## config.mk

```make
export PLATFORM = sky130hd
export DESIGN_NAME = keypad_reader_flat
export DESIGN_NICKNAME = d
export VERILOG_FILES = /design/src/rtl/keypad_pkg.sv /design/src/rtl/keypad_reader_if.sv /design/src/rtl/keypad_fifo.sv /design/src/rtl/keypad_reader.sv /design/src/flat_wrapper.sv
export SDC_FILE = /design/constraint.sdc
export NUM_CORES = 1
export LEC_CHECK = 0
export ABC_CLOCK_PERIOD_IN_PS = 12500
export BUFFER_PORTS_ARGS = -buffer_cell sky130_fd_sc_hd__buf_2
export CORE_MARGIN = 4
export CORE_UTILIZATION = 40
export CTS_CLUSTER_DIAMETER = 80
export CTS_CLUSTER_SIZE = 16
export DETAILED_ROUTE_END_ITERATION = 8
export GPL_TIMING_DRIVEN = 0
export PLACE_DENSITY_LB_ADDON = 0.12
export SLEW_MARGIN = 10
export SYNTH_ARGS = -nofsm -noshare
export SYNTH_HDL_FRONTEND = slang
export SYNTH_SLANG_ARGS = --single-unit
```

## constraint.sdc

```tcl
create_clock -name iCpuClock -period 12.5 [get_ports iCpuClock]
set_input_delay 2.5 -clock iCpuClock [delete_from_list [all_inputs] [get_ports iCpuClock]]
set_output_delay 2.5 -clock iCpuClock [all_outputs]
set_load 0.1 [all_outputs]
```

## src/rtl/keypad_pkg.sv

```systemverilog
`default_nettype none
// +----------------------------------------------------------------------+
// | keypad_pkg : shared encodings for the matrix keypad reader           |
// | Rev 1.0                                                              |
// +----------------------------------------------------------------------+
package keypad_pkg;

  localparam int EVT_PRESS_BIT = 7;
  localparam int NOT_EMPTY     = 0;
  localparam int FULL          = 1;
  localparam int OVERFLOW      = 2;

  // Key state is 5 bits: 0..15 is a key index, bit 4 set means no key.
  localparam int              KEY_W    = 5;
  localparam logic [KEY_W-1:0] KEY_NONE = 5'h10;

  typedef enum logic [0:0] {
    SCAN = 1'b0,
    EVAL = 1'b1
  } scan_state_t;

  function automatic logic [7:0] keyEvent(input logic isPress, input logic [3:0] keyIdx);
    logic [7:0] evt;
    evt                = 8'h00;
    evt[EVT_PRESS_BIT] = isPress;
    evt[3:0]           = keyIdx;
    return evt;
  endfunction

endpackage
`default_nettype wire

```

## src/rtl/keypad_reader_if.sv

```systemverilog
`default_nettype none
// +----------------------------------------------------------------------+
// | keypad_reader_if : CPU read-side bus of the keypad peripheral        |
// | Rev 1.0                                                              |
// +----------------------------------------------------------------------+
interface keypad_reader_if;
  logic       iDoKeypadRead;
  logic       iRegSel;
  logic [7:0] oKeypadReadData;

  modport master (output iDoKeypadRead, output iRegSel, input  oKeypadReadData);
  modport slave  (input  iDoKeypadRead, input  iRegSel, output oKeypadReadData);
endinterface
`default_nettype wire

```

## src/rtl/keypad_fifo.sv

```systemverilog
`default_nettype none
// +----------------------------------------------------------------------+
// | keypad_fifo : synchronous FIFO, head valid while not empty           |
// | Rev 1.0                                                              |
// +----------------------------------------------------------------------+
module keypad_fifo #(
  parameter int WIDTH = 8,
  parameter int DEPTH = 4
) (
  input  wire logic             iCpuClock,
  input  wire logic             iCpuReset,
  input  wire logic             iPush,
  input  wire logic [WIDTH-1:0] iPushData,
  input  wire logic             iPop,
  output logic      [WIDTH-1:0] oHead,
  output logic                  oFull,
  output logic                  oEmpty
);

  localparam int AW = (DEPTH > 1) ? $clog2(DEPTH) : 1;

  logic [WIDTH-1:0] r_mem [DEPTH];
  logic [AW-1:0]    r_wrPtr;
  logic [AW-1:0]    r_rdPtr;
  logic [AW:0]      r_count;
  logic             w_doPop;
  logic             w_doPush;

  // A pop in the same cycle frees the slot, so a push into a full FIFO is kept.
  assign w_doPop  = iPop & ~oEmpty;
  assign w_doPush = iPush & (~oFull | w_doPop);
  assign oFull    = (r_count == (AW+1)'(DEPTH));
  assign oEmpty   = (r_count == '0);
  assign oHead    = r_mem[r_rdPtr];

  always_ff @(posedge iCpuClock or posedge iCpuReset) begin
    if (iCpuReset) begin
      r_wrPtr <= '0;
      r_rdPtr <= '0;
      r_count <= '0;
    end else begin
      if (w_doPush) r_wrPtr <= r_wrPtr + 1'b1;
      if (w_doPop)  r_rdPtr <= r_rdPtr + 1'b1;
      case ({w_doPush, w_doPop})
        2'b10:   r_count <= r_count + 1'b1;
        2'b01:   r_count <= r_count - 1'b1;
        default: r_count <= r_count;
      endcase
    end
  end

  always_ff @(posedge iCpuClock) begin
    if (w_doPush) r_mem[r_wrPtr] <= iPushData;
  end

endmodule
`default_nettype wire

```

## src/rtl/keypad_reader.sv

```systemverilog
`default_nettype none
// +----------------------------------------------------------------------+
// | keypad_reader : 4x4 keypad scanner, debouncer and event FIFO         |
// | Rev 1.0                                                              |
// +----------------------------------------------------------------------+
module keypad_reader #(
  parameter int SCAN_DIV       = 50000,
  parameter int DEBOUNCE_SCANS = 4,
  parameter int FIFO_DEPTH     = 4
) (
  input  wire logic       iCpuClock,
  input  wire logic       iCpuReset,
  keypad_reader_if.slave  bus,
  output logic      [3:0] oKeypadRow,
  input  wire logic [3:0] iKeypadCol
);
  import keypad_pkg::*;

  localparam int DIV_W = (SCAN_DIV > 2) ? $clog2(SCAN_DIV) : 1;
  localparam int CNT_W = $clog2(DEBOUNCE_SCANS + 1);
  localparam logic [DIV_W-1:0] c_DIV_LAST = DIV_W'(SCAN_DIV - 1);
  localparam logic [CNT_W-1:0] c_CNT_MAX  = CNT_W'(DEBOUNCE_SCANS);

  logic [3:0]       r_colMeta, r_colSync;
  scan_state_t      r_state;
  logic [1:0]       r_row;
  logic [DIV_W-1:0] r_div;
  logic [15:0]      r_sweep;
  logic [KEY_W-1:0] r_stable, r_cand;
  logic [CNT_W-1:0] r_count;
  logic             r_push, r_pend, r_overflow;
  logic [7:0]       r_pushData, r_pendData;

  logic [4:0]       w_pressCount;
  logic [3:0]       w_pressIdx;
  logic [KEY_W-1:0] w_result, w_nextCand;
  logic [CNT_W-1:0] w_nextCount;
  logic             w_accept, w_twoEvents;
  logic [7:0]       w_firstEvt;
  logic [7:0]       w_head, w_status;
  logic             w_full, w_empty, w_pop, w_drop, w_statRead;

  assign oKeypadRow = ~(4'b0001 << r_row);

  // Sweep bits are active-low; bit index equals row*4+col, i.e. the key index.
  always_comb begin
    w_pressCount = '0;
    w_pressIdx   = '0;
    for (int i = 0; i < 16; i++) begin
      if (!r_sweep[i]) begin
        w_pressCount = w_pressCount + 5'd1;
        w_pressIdx   = 4'(i);
      end
    end
    if (w_pressCount == 5'd0)      w_result = KEY_NONE;
    else if (w_pressCount == 5'd1) w_result = {1'b0, w_pressIdx};
    else                           w_result = r_stable;

    if (w_result == r_cand) begin
      w_nextCand  = r_cand;
      w_nextCount = (r_count == c_CNT_MAX) ? r_count : r_count + 1'b1;
    end else begin
      w_nextCand  = w_result;
      w_nextCount = CNT_W'(1);
    end
    w_accept    = (w_nextCount == c_CNT_MAX) && (w_nextCand != r_stable);
    w_twoEvents = (r_stable != KEY_NONE) && (w_nextCand != KEY_NONE);
    w_firstEvt  = (r_stable == KEY_NONE) ? keyEvent(1'b1, w_nextCand[3:0])
                                         : keyEvent(1'b0, r_stable[3:0]);
  end

  always_ff @(posedge iCpuClock or posedge iCpuReset) begin
    if (iCpuReset) begin
      r_colMeta  <= 4'hF;
      r_colSync  <= 4'hF;
      r_state    <= SCAN;
      r_row      <= '0;
      r_div      <= '0;
      r_sweep    <= '0;
      r_stable   <= KEY_NONE;
      r_cand     <= KEY_NONE;
      r_count    <= '0;
      r_push     <= 1'b0;
      r_pushData <= 8'h00;
      r_pend     <= 1'b0;
      r_pendData <= 8'h00;
    end else begin
      r_colMeta <= iKeypadCol;
      r_colSync <= r_colMeta;
      r_push    <= 1'b0;
      if (r_pend) begin
        r_push     <= 1'b1;
        r_pushData <= r_pendData;
        r_pend     <= 1'b0;
      end
      case (r_state)
        SCAN: begin
          if (r_div == c_DIV_LAST) begin
            r_div                       <= '0;
            r_sweep[{r_row, 2'b00} +: 4] <= r_colSync;
            r_row                       <= r_row + 1'b1;
            if (r_row == 2'd3) r_state <= EVAL;
          end else begin
            r_div <= r_div + 1'b1;
          end
        end
        EVAL: begin
          r_cand  <= w_nextCand;
          r_count <= w_nextCount;
          r_state <= SCAN;
          // A key-to-key change queues the press behind the release.
          if (w_accept) begin
            r_stable   <= w_nextCand;
            r_push     <= 1'b1;
            r_pushData <= w_firstEvt;
            r_pend     <= w_twoEvents;
            r_pendData <= keyEvent(1'b1, w_nextCand[3:0]);
          end
        end
        default: r_state <= SCAN;
      endcase
    end
  end

  keypad_fifo #(
    .WIDTH (8),
    .DEPTH (FIFO_DEPTH)
  ) u_fifo (
    .iCpuClock (iCpuClock),
    .iCpuReset (iCpuReset),
    .iPush     (r_push),
    .iPushData (r_pushData),
    .iPop      (w_pop),
    .oHead     (w_head),
    .oFull     (w_full),
    .oEmpty    (w_empty)
  );

  assign w_pop      = bus.iDoKeypadRead & ~bus.iRegSel & ~w_empty;
  assign w_drop     = r_push & w_full & ~w_pop;
  assign w_statRead = bus.iDoKeypadRead & bus.iRegSel;

  always_ff @(posedge iCpuClock or posedge iCpuReset) begin
    if (iCpuReset) r_overflow <= 1'b0;
    else           r_overflow <= w_drop | (r_overflow & ~w_statRead);
  end

  always_comb begin
    w_status            = 8'h00;
    w_status[NOT_EMPTY] = ~w_empty;
    w_status[FULL]      = w_full;
    w_status[OVERFLOW]  = r_overflow;
    bus.oKeypadReadData = 8'h00;
    if (bus.iDoKeypadRead) begin
      if (bus.iRegSel)  bus.oKeypadReadData = w_status;
      else if (!w_empty) bus.oKeypadReadData = w_head;
    end
  end

endmodule
`default_nettype wire

```

## src/flat_wrapper.sv

```systemverilog
// flat-port wrapper written by rule: the top's interface ports become plain ports
module keypad_reader_flat import keypad_pkg::*;
#(
  parameter int SCAN_DIV       = 50000,
  parameter int DEBOUNCE_SCANS = 4,
  parameter int FIFO_DEPTH     = 4
)
  (iCpuClock, iCpuReset, oKeypadRow, iKeypadCol, bus_iDoKeypadRead, bus_iRegSel, bus_oKeypadReadData);
  keypad_reader_if bus_i ();
  input  wire logic iCpuClock;
  input  wire logic iCpuReset;
  output logic      [3:0] oKeypadRow;
  input  wire logic [3:0] iKeypadCol;
  input wire logic [$bits(bus_i.iDoKeypadRead)-1:0] bus_iDoKeypadRead;
  input wire logic [$bits(bus_i.iRegSel)-1:0] bus_iRegSel;
  output wire logic [$bits(bus_i.oKeypadReadData)-1:0] bus_oKeypadReadData;
  assign bus_i.iDoKeypadRead = bus_iDoKeypadRead;
  assign bus_i.iRegSel = bus_iRegSel;
  assign bus_oKeypadReadData = bus_i.oKeypadReadData;
  keypad_reader #(.SCAN_DIV(SCAN_DIV), .DEBOUNCE_SCANS(DEBOUNCE_SCANS), .FIFO_DEPTH(FIFO_DEPTH)) u_core (.iCpuClock(iCpuClock), .iCpuReset(iCpuReset), .bus(bus_i), .oKeypadRow(oKeypadRow), .iKeypadCol(iKeypadCol));
endmodule
```

==> metrics <==
Post-synth EDFFs 32; Worst-path clk slew roughly 0.080 ns; Register-to-Register Path Depth 52; Synth-to-Final Area Change 10.4%; LEAKAGE ~3.2 nW; hold slack between 0.3 and 0.4 ns; Ys Warns 0; Async SR Flop Fraction 0.701; drt initial violations 310; Synth Instances 699; TritonCTS clock tree built; Peak Freq between 80 and 90 MHz; Routed Antenna Nets 0; Final Max Slew Viols 0; core region area roughly 0.017 mm2; crit share post-route 0.904; DRC violations left 0; Final min period ~11 ns; relative slew slack 0.476; switching power total around 0.19 mW; Most used DFF post-synth dfrtp_1; Die Area 0.0195 mm2; status finished clean; Worst Path Arrival around 12 ns; most frequent CP cell ha_1; Synth Register Bits about 110; Multi-input gate area 0.00385 mm2; Final HPWL DP about 11,000 um; FF+latch area around 0.0029 mm2; Switching Share 0.253; Worst Clk Skew 0.0132 ns; first-pass GRT wire length about 25,000 um; hold endpoint u_core.r_colSync[2]; Data required, critical path roughly 13 ns; clock sinks around 110; cell area after layout 0.00765 mm2; crit end category register; Post-Syn Nets 736; Max Cap Violations 0; Initial Util 0.414; Max VDD drop ~0.000063 V; internal power between 0.5 and 0.6 mW; final setup fails 0; Die X about 140 um; pwr dens between 90 and 100 mW/mm2; Mapped Area roughly 0.007 mm2; clock share of power 0.401; postcts setup bufs 0; reg2reg start u_core.r_sweep[2]; r2r setup slk 1.19 ns; row cnt 47; most common cell after layout, fill and taps aside nand2_1; Reg power frac 0.507; CP max stage delay 0.56 ns; Synth Area per Inst 9.92 um2; hold depth 0; Final Wtd Congestion 0.848; worst r2r dst u_core.r_stable[1]; port bufs 19; Antenna diodes 0; Vias/cell approximately 5.4; die height 140 um; fill count 1,597; initial antenna violation count 0; Post-Place Cell Area 0.00733 mm2; grt ovf 0; net count reported at finish about 770; Critical-path top delay cell a311oi_4; vias in the first global route 5,201; cts bufs inserted 9; root buf cell clkbuf_16; Unique masters post-synth approximately 90; drt total wl between 10,000 and 15,000 um; DRT Pass-1 Iters 4; crit path launch type register; Hold Crit Class register to register; CP Class register to register; Post-Route Utilization 0.457; WL/cell 15.3 um; total track usage 0.157; cts repair resizes 0; setup TNS 0 ns; Skew-Pair Late Insertion Delay 0.36 ns; cts hold-fix bufs 0; logic gate share of total power 0.092; H-tree Lvls 3; via count 5,154; maximum clock path buffer count 2; Min-Delay Startpoint u_core.r_colMeta[2]; endpoints failing hold 0; sequential area share after synthesis 0.411; Slew @ Worst Pin around 0.8 ns; # IOs 20; CP max FO 10; pin count of the biggest net entering global routing between 40 and 50; share of cells above drive strength 1 0.124; unrepaired setup endpoints after global routing no; highest-count cells in the layout ignoring fill and taps nand2_1 (81), dfrtp_1 (65), nor2_1 (44)
worst max-delay path: cells and delay by family, from the launching register on:
kind / cells / cell delay (ns)
adder cells (fa/ha/maj): 13 / 3.68
AO/OA/AOI/OAI: 15 / 3.22
AND/OR/NAND/NOR: 17 / 2.35
multiplexers: 3 / 0.89
buffers and inverters: 4 / 0.64
flip-flops: 1 / 0.41
synthesized netlist by cell type, types with 6 or more instances:
library cell   n  area share
edfxtp_1      32        0.14
o22ai_1        6      0.0054
a31oi_1        8      0.0072
and2_1        13       0.012
nand2_1       81       0.044
mux2_2         6      0.0097
dfrtp_1       65        0.23
nor2b_1       15       0.014
mux4_2         8       0.026
xor2_1        22       0.028
a21oi_1       31       0.022
nor2_1        44       0.024
dfstp_2       10       0.038
clkbuf_1      19       0.010
nand3b_1       6      0.0065
nor3_1        16       0.012
mux2i_1        8       0.012
and3_1        16       0.014
nand3_1       19       0.014
ha_1          28       0.051
inv_1         38       0.021
o21ai_0       38       0.027
xnor2_1       36       0.045
nand4_1        7      0.0063
nand2b_1      12       0.011
cells by family (layout without fill, tap and decap cells):
family | after synthesis | after routing | share of synthesized area
simple gates | 262 | 262 | 0.197
xor+xnor | 68 | 68 | 0.105
buf+inv | 62 | 98 | 0.0339
flops | 107 | 107 | 0.411
fa+ha+maj | 29 | 29 | 0.0534
compound gates | 146 | 146 | 0.145
mux | 25 | 25 | 0.0538
cell type report:
| type | instances | share of cell area |
|---|---|---|
| Buffer | 21 | 0.0105 |
| Multi-Input combinational cell | 530 | 0.503 |
| Inverter | 41 | 0.0206 |
| Clock inverter | 7 | 0.0124 |
| Clock buffer | 9 | 0.0294 |
| Timing Repair Buffer | 20 | 0.0160 |
| Sequential cell | 107 | 0.372 |
| Tap cell | 220 | 0.0360 |
per-stage QoR:
step / total power, mW / setup WS, ns / cells
floorplan: 0.435 / 2.56 / 699
global route: 0.778 / 0.121 / 955
global placement: 0.450 / 1.36 / 938
CTS: 0.757 / 1.21 / 955
finish: 0.744 / 1.19 / 955
detailed placement: 0.454 / 1.24 / 939
power by group through the flow:
stage                     clock network [mW]  logic (mW)  registers [mW]
after floorplan                            0      0.0530           0.382
after global placement                     0      0.0659           0.384
after detailed placement                   0      0.0701           0.384
after CTS                              0.309      0.0702           0.377
after global routing                   0.323      0.0761           0.379
final                                  0.298      0.0681           0.377
how the worst max path moves through the flow:
stage	slack, ns	endpoint	start	cells after the start
floorplan	2.56	u_core.r_stable[0]	u_core.r_sweep[1]	52
finish	1.19	u_core.r_stable[1]	u_core.r_sweep[2]	52
CTS	1.21	u_core.r_stable[1]	u_core.r_sweep[2]	52
detailed placement	1.24	u_core.r_stable[1]	u_core.r_sweep[2]	52
global placement	1.36	u_core.r_pend	u_core.r_sweep[2]	52
global route	0.12	u_core.r_stable[1]	u_core.r_sweep[2]	52
state kept, by name, summed over array words and instances, names as in the netlist, 2 cells and up:
| register | count |
|---|---|
| u_core.r_stable | 5 |
| u_core.r_count | 3 |
| u_core.r_pushData | 8 |
| u_core.u_fifo.r_count | 3 |
| u_core.r_colMeta | 4 |
| u_core.u_fifo.r_mem | 32 |
| u_core.r_sweep | 16 |
| u_core.r_colSync | 4 |
| u_core.r_div | 16 |
| u_core.u_fifo.r_rdPtr | 2 |
| u_core.u_fifo.r_wrPtr | 2 |
| u_core.r_row | 2 |
| u_core.r_cand | 5 |
routing by layer:
layer | track usage | up-vias | share of wire
met4 | 0.0500 | 0 | 0.017
met1 | 0.219 | 2503 | 0.49
met3 | 0.0274 | 20 | 0.022
met2 | 0.250 | 60 | 0.47
li1 | - | 2571 | -
met5 | 0 | - | 0
Note: power is estimated with default switching activity, not from simulation.
